[src/rtl/dma_pkg.sv]
// Shared types and constants for the DMA request arbiter.
package dma_pkg;

   localparam int unsigned DMA_ADDR_W    = 21;
   localparam int unsigned DMA_TAG_DEPTH = 2;

   typedef logic [1:0] dma_id_t;

   typedef enum logic {
      ARB_IDLE  = 1'b0,
      ARB_GRANT = 1'b1
   } arb_state_t;

endpackage

[src/rtl/dma_arbiter_if.sv]
// Requester-side and dma_access-side signals of the DMA arbiter.
interface dma_arbiter_if
   import dma_pkg::*;
#(
   parameter int unsigned NREQ   = 3,
   parameter int unsigned ADDR_W = DMA_ADDR_W
);

   logic [NREQ-1:0]        req;
   logic [NREQ-1:0]        req_rnw;
   logic [NREQ*ADDR_W-1:0] req_addr;
   logic [NREQ*8-1:0]      req_wd;
   logic [NREQ-1:0]        req_ack;
   logic [NREQ-1:0]        req_end;
   logic [7:0]             req_rd;

   logic                   dma_req;
   logic                   dma_rnw;
   logic [ADDR_W-1:0]      dma_addr;
   logic [7:0]             dma_wd;
   logic                   dma_ack;
   logic                   dma_end;
   logic [7:0]             dma_rd;

   logic                   busy;
   logic                   err_orphan;

   // Arbiter view.
   modport slave (
      input  req, req_rnw, req_addr, req_wd, dma_ack, dma_end, dma_rd,
      output req_ack, req_end, req_rd, dma_req, dma_rnw, dma_addr, dma_wd,
             busy, err_orphan
   );

   // Environment view: requesters plus dma_access.
   modport master (
      output req, req_rnw, req_addr, req_wd, dma_ack, dma_end, dma_rd,
      input  req_ack, req_end, req_rd, dma_req, dma_rnw, dma_addr, dma_wd,
             busy, err_orphan
   );

endinterface

[src/rtl/dma_tag_fifo.sv]
// Small FIFO of requester ids, one per acked but not yet ended transfer.
module dma_tag_fifo
   import dma_pkg::*;
(
   input  logic    clk,
   input  logic    rst_n,
   input  logic    push_i,
   input  logic    pop_i,
   input  dma_id_t din_i,
   output dma_id_t head_o,
   output logic    full_o,
   output logic    empty_o
);

   localparam int unsigned PTR_W = (DMA_TAG_DEPTH > 1) ? $clog2(DMA_TAG_DEPTH) : 1;
   localparam int unsigned CNT_W = $clog2(DMA_TAG_DEPTH + 1);

   dma_id_t          mem_q [DMA_TAG_DEPTH];
   logic [PTR_W-1:0] wr_ptr_q;
   logic [PTR_W-1:0] rd_ptr_q;
   logic [CNT_W-1:0] cnt_q;
   logic             push_ok;
   logic             pop_ok;

   assign full_o  = (cnt_q == CNT_W'(DMA_TAG_DEPTH));
   assign empty_o = (cnt_q == '0);
   assign head_o  = mem_q[rd_ptr_q];
   assign pop_ok  = pop_i & ~empty_o;
   assign push_ok = push_i & (~full_o | pop_ok);

   // Storage, pointers and occupancy; push and pop may coincide.
   always_ff @(posedge clk or negedge rst_n) begin
      if (!rst_n) begin
         for (int i = 0; i < int'(DMA_TAG_DEPTH); i++) mem_q[i] <= '0;
         wr_ptr_q <= '0;
         rd_ptr_q <= '0;
         cnt_q    <= '0;
      end else begin
         if (push_ok) begin
            mem_q[wr_ptr_q] <= din_i;
            wr_ptr_q <= (wr_ptr_q == PTR_W'(DMA_TAG_DEPTH - 1)) ? '0 : wr_ptr_q + PTR_W'(1);
         end
         if (pop_ok) begin
            rd_ptr_q <= (rd_ptr_q == PTR_W'(DMA_TAG_DEPTH - 1)) ? '0 : rd_ptr_q + PTR_W'(1);
         end
         case ({push_ok, pop_ok})
            2'b10:   cnt_q <= cnt_q + CNT_W'(1);
            2'b01:   cnt_q <= cnt_q - CNT_W'(1);
            default: cnt_q <= cnt_q;
         endcase
      end
   end

endmodule

[src/rtl/dma_arbiter.sv]
// Round-robin arbiter sharing one dma_access engine between several requesters.
module dma_arbiter
   import dma_pkg::*;
#(
   parameter int unsigned NREQ      = 3,
   parameter int unsigned MAX_BURST = 16,
   parameter int unsigned ADDR_W    = DMA_ADDR_W
)(
   input  logic          clk,
   input  logic          rst_n,
   dma_arbiter_if.slave  bus
);

   arb_state_t        state_q, state_d;
   dma_id_t           grant_id_q, grant_id_d;
   dma_id_t           last_id_q, last_id_d;
   logic [7:0]        burst_cnt_q, burst_cnt_d;
   logic              err_orphan_q, err_orphan_d;

   logic              grant_valid;
   logic [NREQ-1:0]   sel;
   logic              owner_req;
   logic              dma_req_c;
   logic              ack_ok;
   logic              end_ok;
   logic [2:0]        pick;
   dma_id_t           tag_head;
   logic              tag_full;
   logic              tag_empty;
   logic [ADDR_W-1:0] addr_acc [NREQ+1];
   logic [7:0]        wd_acc   [NREQ+1];

   // Next requester after 'last' with req high, wrapping; bit 2 flags a find.
   function automatic logic [2:0] rr_pick(input logic [NREQ-1:0] r, input dma_id_t last);
      logic [3:0]  r4;
      logic [2:0]  res;
      dma_id_t     idx;
      r4  = 4'(r);
      res = '0;
      for (int unsigned k = NREQ; k >= 1; k--) begin
         idx = dma_id_t'((32'(last) + k) % NREQ);
         if (r4[idx]) res = {1'b1, idx};
      end
      return res;
   endfunction

   assign grant_valid = (state_q == ARB_GRANT);
   assign pick        = rr_pick(bus.req, last_id_q);

   // One-hot select of the granted requester and AND-OR mux of its payload.
   assign addr_acc[0] = '0;
   assign wd_acc[0]   = '0;
   for (genvar g = 0; g < NREQ; g++) begin : g_sel
      assign sel[g]        = grant_valid & (grant_id_q == dma_id_t'(g));
      assign addr_acc[g+1] = addr_acc[g] | (sel[g] ? bus.req_addr[g*ADDR_W +: ADDR_W] : '0);
      assign wd_acc[g+1]   = wd_acc[g]   | (sel[g] ? bus.req_wd[g*8 +: 8] : 8'h00);
   end

   assign owner_req = |(sel & bus.req);
   assign dma_req_c = owner_req & ~tag_full;
   assign ack_ok    = bus.dma_ack & dma_req_c;
   assign end_ok    = bus.dma_end & ~tag_empty;

   assign bus.dma_req    = dma_req_c;
   assign bus.dma_rnw    = |(sel & bus.req_rnw);
   assign bus.dma_addr   = addr_acc[NREQ];
   assign bus.dma_wd     = wd_acc[NREQ];
   assign bus.req_ack    = ack_ok ? (NREQ'(1) << grant_id_q) : '0;
   assign bus.req_end    = end_ok ? (NREQ'(1) << tag_head) : '0;
   assign bus.req_rd     = bus.dma_rd;
   assign bus.busy       = grant_valid | ~tag_empty;
   assign bus.err_orphan = err_orphan_q;

   dma_tag_fifo u_tag_fifo (
      .clk     (clk),
      .rst_n   (rst_n),
      .push_i  (ack_ok),
      .pop_i   (end_ok),
      .din_i   (grant_id_q),
      .head_o  (tag_head),
      .full_o  (tag_full),
      .empty_o (tag_empty)
   );

   // Grant state register.
   always_ff @(posedge clk or negedge rst_n) begin
      if (!rst_n) begin
         state_q      <= ARB_IDLE;
         grant_id_q   <= '0;
         last_id_q    <= dma_id_t'(NREQ - 1);
         burst_cnt_q  <= '0;
         err_orphan_q <= 1'b0;
      end else begin
         state_q      <= state_d;
         grant_id_q   <= grant_id_d;
         last_id_q    <= last_id_d;
         burst_cnt_q  <= burst_cnt_d;
         err_orphan_q <= err_orphan_d;
      end
   end

   // Arbitration, burst counting and release.
   always_comb begin
      state_d      = state_q;
      grant_id_d   = grant_id_q;
      last_id_d    = last_id_q;
      burst_cnt_d  = burst_cnt_q;
      err_orphan_d = err_orphan_q | (bus.dma_end & tag_empty);
      case (state_q)
         ARB_IDLE: begin
            if (pick[2]) begin
               state_d     = ARB_GRANT;
               grant_id_d  = pick[1:0];
               last_id_d   = pick[1:0];
               burst_cnt_d = '0;
            end
         end
         ARB_GRANT: begin
            if (ack_ok) burst_cnt_d = burst_cnt_q + 8'd1;
            if ((ack_ok && (burst_cnt_q == 8'(MAX_BURST - 1))) ||
                (!owner_req && !bus.dma_ack)) begin
               state_d = ARB_IDLE;
            end
         end
         default: state_d = ARB_IDLE;
      endcase
   end

endmodule

[src/flat_wrapper.sv]
// flat-port wrapper written by rule: the top's interface ports become plain ports
module dma_arbiter_flat import dma_pkg::*;
#(
   parameter int unsigned NREQ      = 3,
   parameter int unsigned MAX_BURST = 16,
   parameter int unsigned ADDR_W    = DMA_ADDR_W
)
  (clk, rst_n, bus_req, bus_req_rnw, bus_req_addr, bus_req_wd, bus_dma_ack, bus_dma_end, bus_dma_rd, bus_req_ack, bus_req_end, bus_req_rd, bus_dma_req, bus_dma_rnw, bus_dma_addr, bus_dma_wd, bus_busy, bus_err_orphan);
  dma_arbiter_if #(.NREQ(NREQ), .ADDR_W(ADDR_W)) bus_i ();
  input  logic clk;
  input  logic rst_n;
  input wire logic [$bits(bus_i.req)-1:0] bus_req;
  input wire logic [$bits(bus_i.req_rnw)-1:0] bus_req_rnw;
  input wire logic [$bits(bus_i.req_addr)-1:0] bus_req_addr;
  input wire logic [$bits(bus_i.req_wd)-1:0] bus_req_wd;
  input wire logic [$bits(bus_i.dma_ack)-1:0] bus_dma_ack;
  input wire logic [$bits(bus_i.dma_end)-1:0] bus_dma_end;
  input wire logic [$bits(bus_i.dma_rd)-1:0] bus_dma_rd;
  output wire logic [$bits(bus_i.req_ack)-1:0] bus_req_ack;
  output wire logic [$bits(bus_i.req_end)-1:0] bus_req_end;
  output wire logic [$bits(bus_i.req_rd)-1:0] bus_req_rd;
  output wire logic [$bits(bus_i.dma_req)-1:0] bus_dma_req;
  output wire logic [$bits(bus_i.dma_rnw)-1:0] bus_dma_rnw;
  output wire logic [$bits(bus_i.dma_addr)-1:0] bus_dma_addr;
  output wire logic [$bits(bus_i.dma_wd)-1:0] bus_dma_wd;
  output wire logic [$bits(bus_i.busy)-1:0] bus_busy;
  output wire logic [$bits(bus_i.err_orphan)-1:0] bus_err_orphan;
  assign bus_i.req = bus_req;
  assign bus_i.req_rnw = bus_req_rnw;
  assign bus_i.req_addr = bus_req_addr;
  assign bus_i.req_wd = bus_req_wd;
  assign bus_i.dma_ack = bus_dma_ack;
  assign bus_i.dma_end = bus_dma_end;
  assign bus_i.dma_rd = bus_dma_rd;
  assign bus_req_ack = bus_i.req_ack;
  assign bus_req_end = bus_i.req_end;
  assign bus_req_rd = bus_i.req_rd;
  assign bus_dma_req = bus_i.dma_req;
  assign bus_dma_rnw = bus_i.dma_rnw;
  assign bus_dma_addr = bus_i.dma_addr;
  assign bus_dma_wd = bus_i.dma_wd;
  assign bus_busy = bus_i.busy;
  assign bus_err_orphan = bus_i.err_orphan;
  dma_arbiter #(.NREQ(NREQ), .MAX_BURST(MAX_BURST), .ADDR_W(ADDR_W)) u_core (.clk(clk), .rst_n(rst_n), .bus(bus_i));
endmodule
[config.mk]
export PLATFORM = sky130hd
export DESIGN_NAME = dma_arbiter_flat
export DESIGN_NICKNAME = d
export VERILOG_FILES = /design/src/rtl/dma_pkg.sv /design/src/rtl/dma_arbiter_if.sv /design/src/rtl/dma_tag_fifo.sv /design/src/rtl/dma_arbiter.sv /design/src/flat_wrapper.sv
export SDC_FILE = /design/constraint.sdc
export NUM_CORES = 1
export LEC_CHECK = 0
export CAP_MARGIN = 20
export CELL_PAD_IN_SITES_DETAIL_PLACEMENT = 1
export CELL_PAD_IN_SITES_GLOBAL_PLACEMENT = 2
export CORE_MARGIN = 2
export CORE_UTILIZATION = 34
export DETAILED_ROUTE_END_ITERATION = 10
export DONT_BUFFER_PORTS = 1
export PLACE_DENSITY_LB_ADDON = 0.15
export SLEW_MARGIN = 20
export SYNTH_ARGS = -nofsm -noshare
export SYNTH_HDL_FRONTEND = slang
export SYNTH_SLANG_ARGS = --single-unit
[constraint.sdc]
create_clock -name clk -period 5.9 [get_ports clk]
set_clock_uncertainty 0.05 [all_clocks]
set_input_delay 0.885 -clock clk [delete_from_list [all_inputs] [get_ports clk]]
set_output_delay 0.885 -clock clk [all_outputs]
set_load 0.005 [all_outputs]
After elaboration in Yosys (flattened, before gate mapping):

Index checks and enable logic that the tools add are counted.

* output and inout port bits: 47
* input bits: 105
* register bits: 22
* bits in latches: 0
* memory bits (writable): 0
* memories kept: 0
* logic and storage cells: 105
* memory bits (read-only): 0

* $lt $le $gt $ge: 6
* multiplexer cells: 32
* divide/modulo/power cells: 3
* reductions and logical operators: 13
* add/sub/neg operators: 8
* eq/ne operators: 8
* shift-type cells: 2
* $mul: 0
* bitwise logic cells: 23

Operator list (number)
* $mod 32x2->32 const B: 3
* $mux 21: 3
* $or 21x21->21: 2
* $mux 8: 5
* $or 8x8->8: 2
* $pmux 8 s2: 1
* $mux 3: 5
* $and 1x1->1: 9
* $lt 2x3->1 const B: 3
* $add 8x1->8 const B: 1
* $eq 8x4->1 const B: 1
* $mux 2: 4
* $mux 1: 7
* $add 2x2->3 const B: 2
* $and 3x3->3: 2
* $bmux 1 s2: 3
* $eq 2x2->1 const B: 3
* $reduce_or 3->1: 2
* $shl 1x2->3 const A: 2
* $bwmux 4: 1
* $eq 2x1->1 const B: 2
* $ge 2x2->1 const B: 2
* $logic_not 2->1: 2
* $not 1->2: 2
* other kinds (17): 26

Longest topological paths before layout:

Gate-level depths: netlist of the first run.

* depth in word-level cells: 10
* depth in mapped cells: 9
* gate-level depth less buffers: 7

Cells and area by module:

A second synthesis of the first run with hierarchy kept.

* cells, all modules: 285
* area total of the unflattened synthesis: 2208.4 sq um

By module, submodules not included
* dma_arbiter: sequential area each 326.6 sq um, times used 1, cells an instance 256, area each 1824.2 sq um
* dma_tag_fifo: sequential area each 200.2 sq um, times used 1, cells an instance 29, area each 384.1 sq um

Least setup slack after synthesis of the first run:

Ideal clock, no wire load.

* kind: input-to-output
* start point: input bus_req[2]
* end point: output bus_req_ack[2]
* buffers on the path: 1
* cell stages on the path: 5
* arrival time: 1740 ps
* required time: 4965 ps
* path slack: 3225 ps
* cells stage by stage: mux2_2 a21oi_2 or2_1 buf_4 nor3b_1

* cells in the longest elaborated chain, start to end: 5

RTL lines
* start, declared: line flat_wrapper.sv:12 `input wire logic [$bits(bus_i.req)-1:0] bus_req;`
* $and 3x3->3: line dma_arbiter.sv:59 `assign owner_req = |(sel & bus.req);`
* $reduce_or 3->1: line dma_arbiter.sv:59
* $and 1x1->1: line dma_arbiter.sv:60 `assign dma_req_c = owner_req & ~tag_full;`
* $and 1x1->1: line dma_arbiter.sv:61 `assign ack_ok = bus.dma_ack & dma_req_c;`
* $mux 3: line dma_arbiter.sv:68 `assign bus.req_ack = ack_ok ? (NREQ'(1) << grant_id_q) : '0;`
* end, declared: line flat_wrapper.sv:19 `output wire logic [$bits(bus_i.req_ack)-1:0] bus_req_ack;`

Every way passes these cells.

Final worst setup path of the first run:

* start point: register u_core.grant_id_q[1]
* end point: output bus_req_ack[1]

* cells in the longest elaborated chain, start to end: 7
* elaborated cells on any way between the ends: 12
* those cells by class: eq/ne: 2; shift: 1; mux: 1; bitwise: 6; reduce/logical: 2

RTL lines
* start, declared: line dma_arbiter.sv:15 `dma_id_t grant_id_q, grant_id_d;`
* start signal, assigned: line dma_arbiter.sv:95 `grant_id_q <= grant_id_d;`
* $eq 2x1->1 (tied with other cells): line dma_arbiter.sv:54 `assign sel[g] = grant_valid & (grant_id_q == dma_id_t'(g));`
* $and 1x1->1: line dma_arbiter.sv:54
* $and 3x3->3: line dma_arbiter.sv:59
* $reduce_or 3->1: line dma_arbiter.sv:59
* $and 1x1->1: line dma_arbiter.sv:60
* $and 1x1->1: line dma_arbiter.sv:61
* $mux 3 *: line dma_arbiter.sv:68

Every way passes the cells marked *; elsewhere a longest branch is shown, timed or not.

==> metrics.txt, run 1 <==
final hold violations 0; std cell rows 28; simple-gate share of the synthesized area 23.0%; ys async rst share 100%; routed vias 1926; I/O pins 152; DRC Markers 0; number of synthesized flops with an enable pin 0; n_diodes 0; gr ovfl total 0; clk_lat worst skew 0.26 ns; die height 82.7 um; CTS Buf Count 3; switching part of the total power 49.8%; post-synthesis mux area share 16.8%; Setup CP Type flip-flop to primary output; Crit. End Element primary output; Sink Count 21; Leak 0.000824 uW; TritonCTS clock tree yes; footprint of the multi-input gates 0.00139 mm^2; min Tclk post-route 3.90 ns; Worst Path Arrival 2.96 ns; top-area cell type share of the netlist area 23.8%; Clock Power Share 10.1%; unrepaired setup endpoints after global routing false; Syn Nets 387; largest net degree at the start of global routing 40; CTS HTree Levels 1; Seq/Total Area, Yosys 25.0%; DPL Wire Length 4.13 mm; first-pass GRT wire length 8.87 mm; Synth warnings 0; Comb pwr share 61.5%; xor and xnor area share after synthesis 2.08%; Reg clk slew, reported paths 0.08 ns; ys flop type dfrtp_1; Chip Width 82.7 um; nets 367; Buf/Inv on CP 0; Hold WC Path Type input port to async pin; Pins Over Slew Limit 0; Compound-Gate Fraction of Synth Area 21.4%; sequential share of power 28.4%; area grow syn2layout 1.37%; post-placement setup slack 2.26 ns; Yosys reg bits 21; Die Area 0.00683 mm^2; Core Region 0.00596 mm^2; Bufs on Longest Clock Path 2; Total GRT Usage 16.4%; post-route ant nets 0; slowest stage delay, CP 1.04 ns; Synth Area in Adders 2.38%; GPL Wtd Cong 0.702; CP delay by family, top flip-flops; vias in the first global route 1862; CP required 4.97 ns; Cell Int Power 479 uW; Max-slew headroom 32.7%; DRT Pass-1 Iters 4; status complete, no violations; fillers 739; setup violators final 0; DR iter-0 viols 81; vias per cell 5.80; Yosys top cell by area dfrtp_1; root buffer cell clkbuf_8; initial core utilization 35.3%; CTS hold repair buffers 0; startpoint types flip-flop; NetSw 476 uW; Util after Layout 35.8%; Final period util 66.1%; CP Max Fanout 39; final setup margin 2.00 ns; Max Freq 257 MHz; Max IR drop VDD 0.177 mV; initial antenna violation count 0; wire length per cell 17.1 um; register area 528 um^2; CP max-delay cell dfrtp_2; CTS resizes 0; pwr dens 448 mW/mm^2; Mean Syn Cell Area 7.57 um^2; Post-CTS Setup Repair Bufs 0; CP Cell Sequence mux2_2 -> a21oi_2 -> or2_1 -> nor3_1; main combinational cell family by area after synthesis simple AND/OR/NAND/NOR gates; worst-margin pin slew 1.01 ns; IO Port Bufs 0; Synth Cell Area 0.00210 mm^2; Max-cap violations 0; post-synth cell types 47; setup TNS 0 ns; Cells after Synth 278; layout cells sized above 1 9.34%; Area contributors post-synth dfrtp_1, mux2i_1, nor2_1, a21oi_1, buf_4; Detailed Route WL 5.68 mm
==> path summary, 6_finish.rpt <==
| check | cells past startpoint | to | startpoint | slack [ns] |
|---|---|---|---|---|
| worst min-delay path | 0 | u_core.burst_cnt_q[3] | rst_n | 0.26 |
| worst max-delay path | 4 | bus_req_ack[1] | u_core.grant_id_q[1] | 2.00 |
| worst max register to register | 6 | u_core.u_tag_fifo.cnt_q[1] | u_core.grant_id_q[1] | 2.59 |
| min in group clk | 1 | u_core.bus.err_orphan | u_core.bus.err_orphan | 0.47 |
| max in group asynchronous | 0 | u_core.last_id_q[1] | rst_n | 5.36 |
| worst min register to register | 1 | u_core.bus.err_orphan | u_core.bus.err_orphan | 0.47 |
==> through the flow <==
stage	hold slack, ns	power [uW]	area [um^2]	cells
finish	0.258	955	2130	332
global route	0.240	1060	2130	332
CTS	0.252	949	2100	331
detailed placement	0.452	849	2060	327
global placement	0.422	839	2050	327
floorplan	0.401	753	2100	278
==> synth_stat cells, types with 2 or more instances <==
| cell type | n |
|---|---|
| nor2_1 | 70 |
| a21oi_1 | 33 |
| mux2i_1 | 32 |
| dfrtp_1 | 20 |
| inv_1 | 11 |
| buf_4 | 9 |
| clkbuf_1 | 8 |
| buf_2 | 7 |
| nand2_1 | 7 |
| o21ai_0 | 7 |
| a211oi_1 | 6 |
| a31o_1 | 6 |
| nor3_1 | 6 |
| nand3_1 | 5 |
| ha_1 | 4 |
| nand2b_1 | 4 |
| or3_1 | 4 |
| xnor2_1 | 4 |
| mux2_2 | 3 |
| a21o_2 | 2 |
| buf_1 | 2 |
| nor3b_1 | 2 |
| o221ai_1 | 2 |
==> state kept, by name (all words and copies together), names as in the netlist <==
| signal | cells |
|---|---|
| u_core.bus.err_orphan | 1 |
| u_core.grant_valid | 1 |
| u_core.u_tag_fifo.cnt_q | 2 |
| u_core.u_tag_fifo.mem_q | 4 |
| u_core.u_tag_fifo.rd_ptr_q | 1 |
| u_core.last_id_q | 2 |
| u_core.u_tag_fifo.wr_ptr_q | 1 |
| u_core.grant_id_q | 1 |
| u_core.burst_cnt_q | 8 |
==> area by class of cell <==
type | instances | area share, %
multi-input cells | 219 | 65.1
clock buffers | 3 | 1.94
inverters | 11 | 1.94
well taps | 75 | 4.40
clock inverters | 1 | 0.235
repair buffers | 2 | 1.64
flip-flops and latches | 21 | 24.8
==> worst register-to-register path, cell delays in order (launching register included) <==
cell	delay [ns]
dfrtp_2	1.04
mux2_2	0.43
a21oi_2	0.55
or2_1	0.54
ha_1	0.35
nor2_1	0.14
xor2_1	0.15
==> placed cells by master, fill, tap and decap left out, types with 3 or more instances in the layout <==
master	netlist	layout
a211oi_1	6	6
a21oi_1	33	33
a31o_1	6	6
clkbuf_8	0	3
dfrtp_1	20	19
ha_1	4	4
inv_1	11	10
mux2_2	3	3
mux2i_1	32	32
nand2_1	7	7
nand2b_1	4	4
nand3_1	5	5
nor2_1	70	69
nor3_1	6	6
o21ai_0	7	7
or3_1	4	4
xnor2_1	4	4
==> kinds of logic (layout without fill, tap and decap cells) <==
group                    count (synthesis)  count (layout)
buffers and inverters                   38              17
flip-flops                              21              21
AND/OR/NAND/NOR                        107             107
AO/OA/AOI/OAI                           68              68
multiplexers                            35              35
adder cells (fa/ha/maj)                  4               4
XOR/XNOR                                 5               5
==> power groups by stage <==
stage / clock network [uW] / logic (uW) / registers [uW]
4_1_cts: 100 / 577 / 272
3_5_place_dp: 0 / 575 / 275
5_1_grt: 106 / 667 / 284
2_1_floorplan: 0 / 529 / 224
6_report: 96.5 / 587 / 272
3_3_place_gp: 0 / 567 / 272
==> per-layer routing <==
layer  vias to the layer above  GRT usage [%]  routed length, um
met5                         -              0                  0
met4                         0           4.75                 63
met3                         6          0.978                250
met2                        72           30.6               2980
met1                       924           20.0               2380
li1                        924              -                  -
Power figures use the tool's default switching activity.
==> inputs of run 2 (changes only) <==
--- a/config.mk
+++ b/config.mk
@@ -9,7 +9,7 @@
 export CELL_PAD_IN_SITES_DETAIL_PLACEMENT = 1
 export CELL_PAD_IN_SITES_GLOBAL_PLACEMENT = 2
 export CORE_MARGIN = 2
-export CORE_UTILIZATION = 34
+export CORE_UTILIZATION = 28
 export DETAILED_ROUTE_END_ITERATION = 10
 export DONT_BUFFER_PORTS = 1
 export PLACE_DENSITY_LB_ADDON = 0.15
==> constraint.sdc (replaced) <==
create_clock -name clk -period 3.3 [get_ports clk]
set_clock_uncertainty 0.05 [all_clocks]
set_input_delay 0.495 -clock clk [delete_from_list [all_inputs] [get_ports clk]]
set_output_delay 0.495 -clock clk [all_outputs]
set_load 0.005 [all_outputs]
==> metrics.txt, run 2 (same netlist as run 1, synthesis figures left out) <==
Hold Path Origin bus_dma_end; Max Freq 370 MHz; post-route ant nets 0; routed vias 1925; reg2reg path depth 7; DPL Wire Length 4.85 mm; n_diodes 0; Detailed Route WL 6.29 mm; CTS hold repair buffers 1; Max IR drop VDD 0.192 mV; Critical path origin u_core.grant_id_q[1]; Leak 0.000843 uW; std cell rows 31; die height 90.7 um; area grow syn2layout 3.63%; Sink Count 21; CTS Buf Count 3; reg2reg start u_core.grant_id_q[1]; Core Region 0.00725 mm^2; layout cells sized above 1 10.3%; Max-cap violations 0; gr ovfl total 0; most frequent cells in the layout nor2_1, a21oi_1, mux2i_1; unrepaired setup endpoints after global routing false; status complete, no violations; CTS HTree Levels 1; first-pass GRT wire length 10.1 mm; CP Max Fanout 14; IO Port Bufs 0; hold path depth 1; wire length per cell 17.4 um; nets 372; largest net degree at the start of global routing 34; Bufs on Longest Clock Path 2; Chip Width 90.7 um; Reg with most FFs u_core.burst_cnt_q; Reg clk slew, reported paths 0.08 ns; Largest register FFs 8; CP required 2.75 ns; DRC Markers 0; Post-CTS Setup Repair Bufs 0; Setup CP Type flip-flop to primary output; worst reg-to-reg setup slack 0.80 ns; min Tclk post-route 2.70 ns; initial core utilization 29.0%; setup TNS 0 ns; root buffer cell clkbuf_8; DRT Pass-1 Iters 4; Max-slew headroom 35.2%; post-placement setup slack 0.801 ns; Final period util 81.8%; startpoint types flip-flop; GPL Wtd Cong 0.769; CTS resizes 0; Die Area 0.00822 mm^2; worst-margin pin slew 0.969 ns; Hold WC Path Type input port to flip-flop; final hold violations 0; final setup margin 0.601 ns; Pins Over Slew Limit 0; commonest non-fill, non-tap cell in the layout nor2_1; TritonCTS clock tree yes; setup violators final 0; Total GRT Usage 15.0%; initial antenna violation count 0; vias in the first global route 1974; DR iter-0 viols 48; Crit. End Element primary output; largest registers u_core.burst_cnt_q x8, u_core.u_tag_fifo.mem_q x4; pwr dens 784 mW/mm^2; clk_lat worst skew 0.26 ns; Worst Path Arrival 2.15 ns; fillers 891; I/O pins 152; vias per cell 5.33
## run 2: cell types whose count changed in the layout (fill, tap and decap cells not counted)
cell | before | now
buf_16 | 1 | 0
buf_4 | 1 | 5
clkinv_1 | 1 | 0
dlygate4sd3_1 | 0 | 2
inv_1 | 10 | 11
nor2_2 | 0 | 1
nor2_4 | 1 | 0
## run 2: power by group
group / switching, uW / internal [uW] / leakage, uW
registers: 101 / 342 / 0.000264
logic: 674 / 419 / 0.000554
clock network: 88.0 / 84.2 / 0.0000255
## run 2: final cells by class
type	instances	area (um^2)	area share, %
clock inverter	1	5.00	0.230
tap	99	124	5.68
sequential	21	528	24.2
clock buffer	3	41.3	1.89
inverter	11	41.3	1.89
timing repair buffer	7	57.6	2.64
multi-input combinational	219	1380	63.4
## run 2: critical path: stages, from the launching register on
cell     delay (ns)
dfrtp_2        0.56
mux2_2         0.39
a21oi_2        0.13
buf_4          0.20
or2_1          0.46
nor3_1         0.15
## run 2: path summary, 6_finish.rpt
check	endpoint
min in group asynchronous	u_core.last_id_q[1]
hold / removal	u_core.bus.err_orphan
max in group asynchronous	u_core.grant_id_q[1]
setup reg to reg	u_core.u_tag_fifo.cnt_q[1]
setup / recovery	bus_req_ack[1]
hold reg to reg	u_core.bus.err_orphan
## run 2: stage by stage
step	utilization (%)	hold WS (ns)	power, uW	instance area [um^2]	cells
4_1_cts	29.9	0.00130	1750	2170	360
3_5_place_dp	29.1	0.150	1560	2110	355
2_1_floorplan	-	0.149	1350	2100	278
6_report	30.0	0.292	1710	2180	361
5_1_grt	30.0	0.284	1910	2180	361
3_3_place_gp	29.1	0.150	1550	2110	355
## run 2: layer usage
layer / GRT usage [%] / vias to the layer above / wire length [um]
li1: - / 931 / -
met2: 27.5 / 69 / 3290
met3: 1.59 / 7 / 277
met1: 18.9 / 918 / 2660
met5: 0 / - / 0
met4: 3.33 / 0 / 57
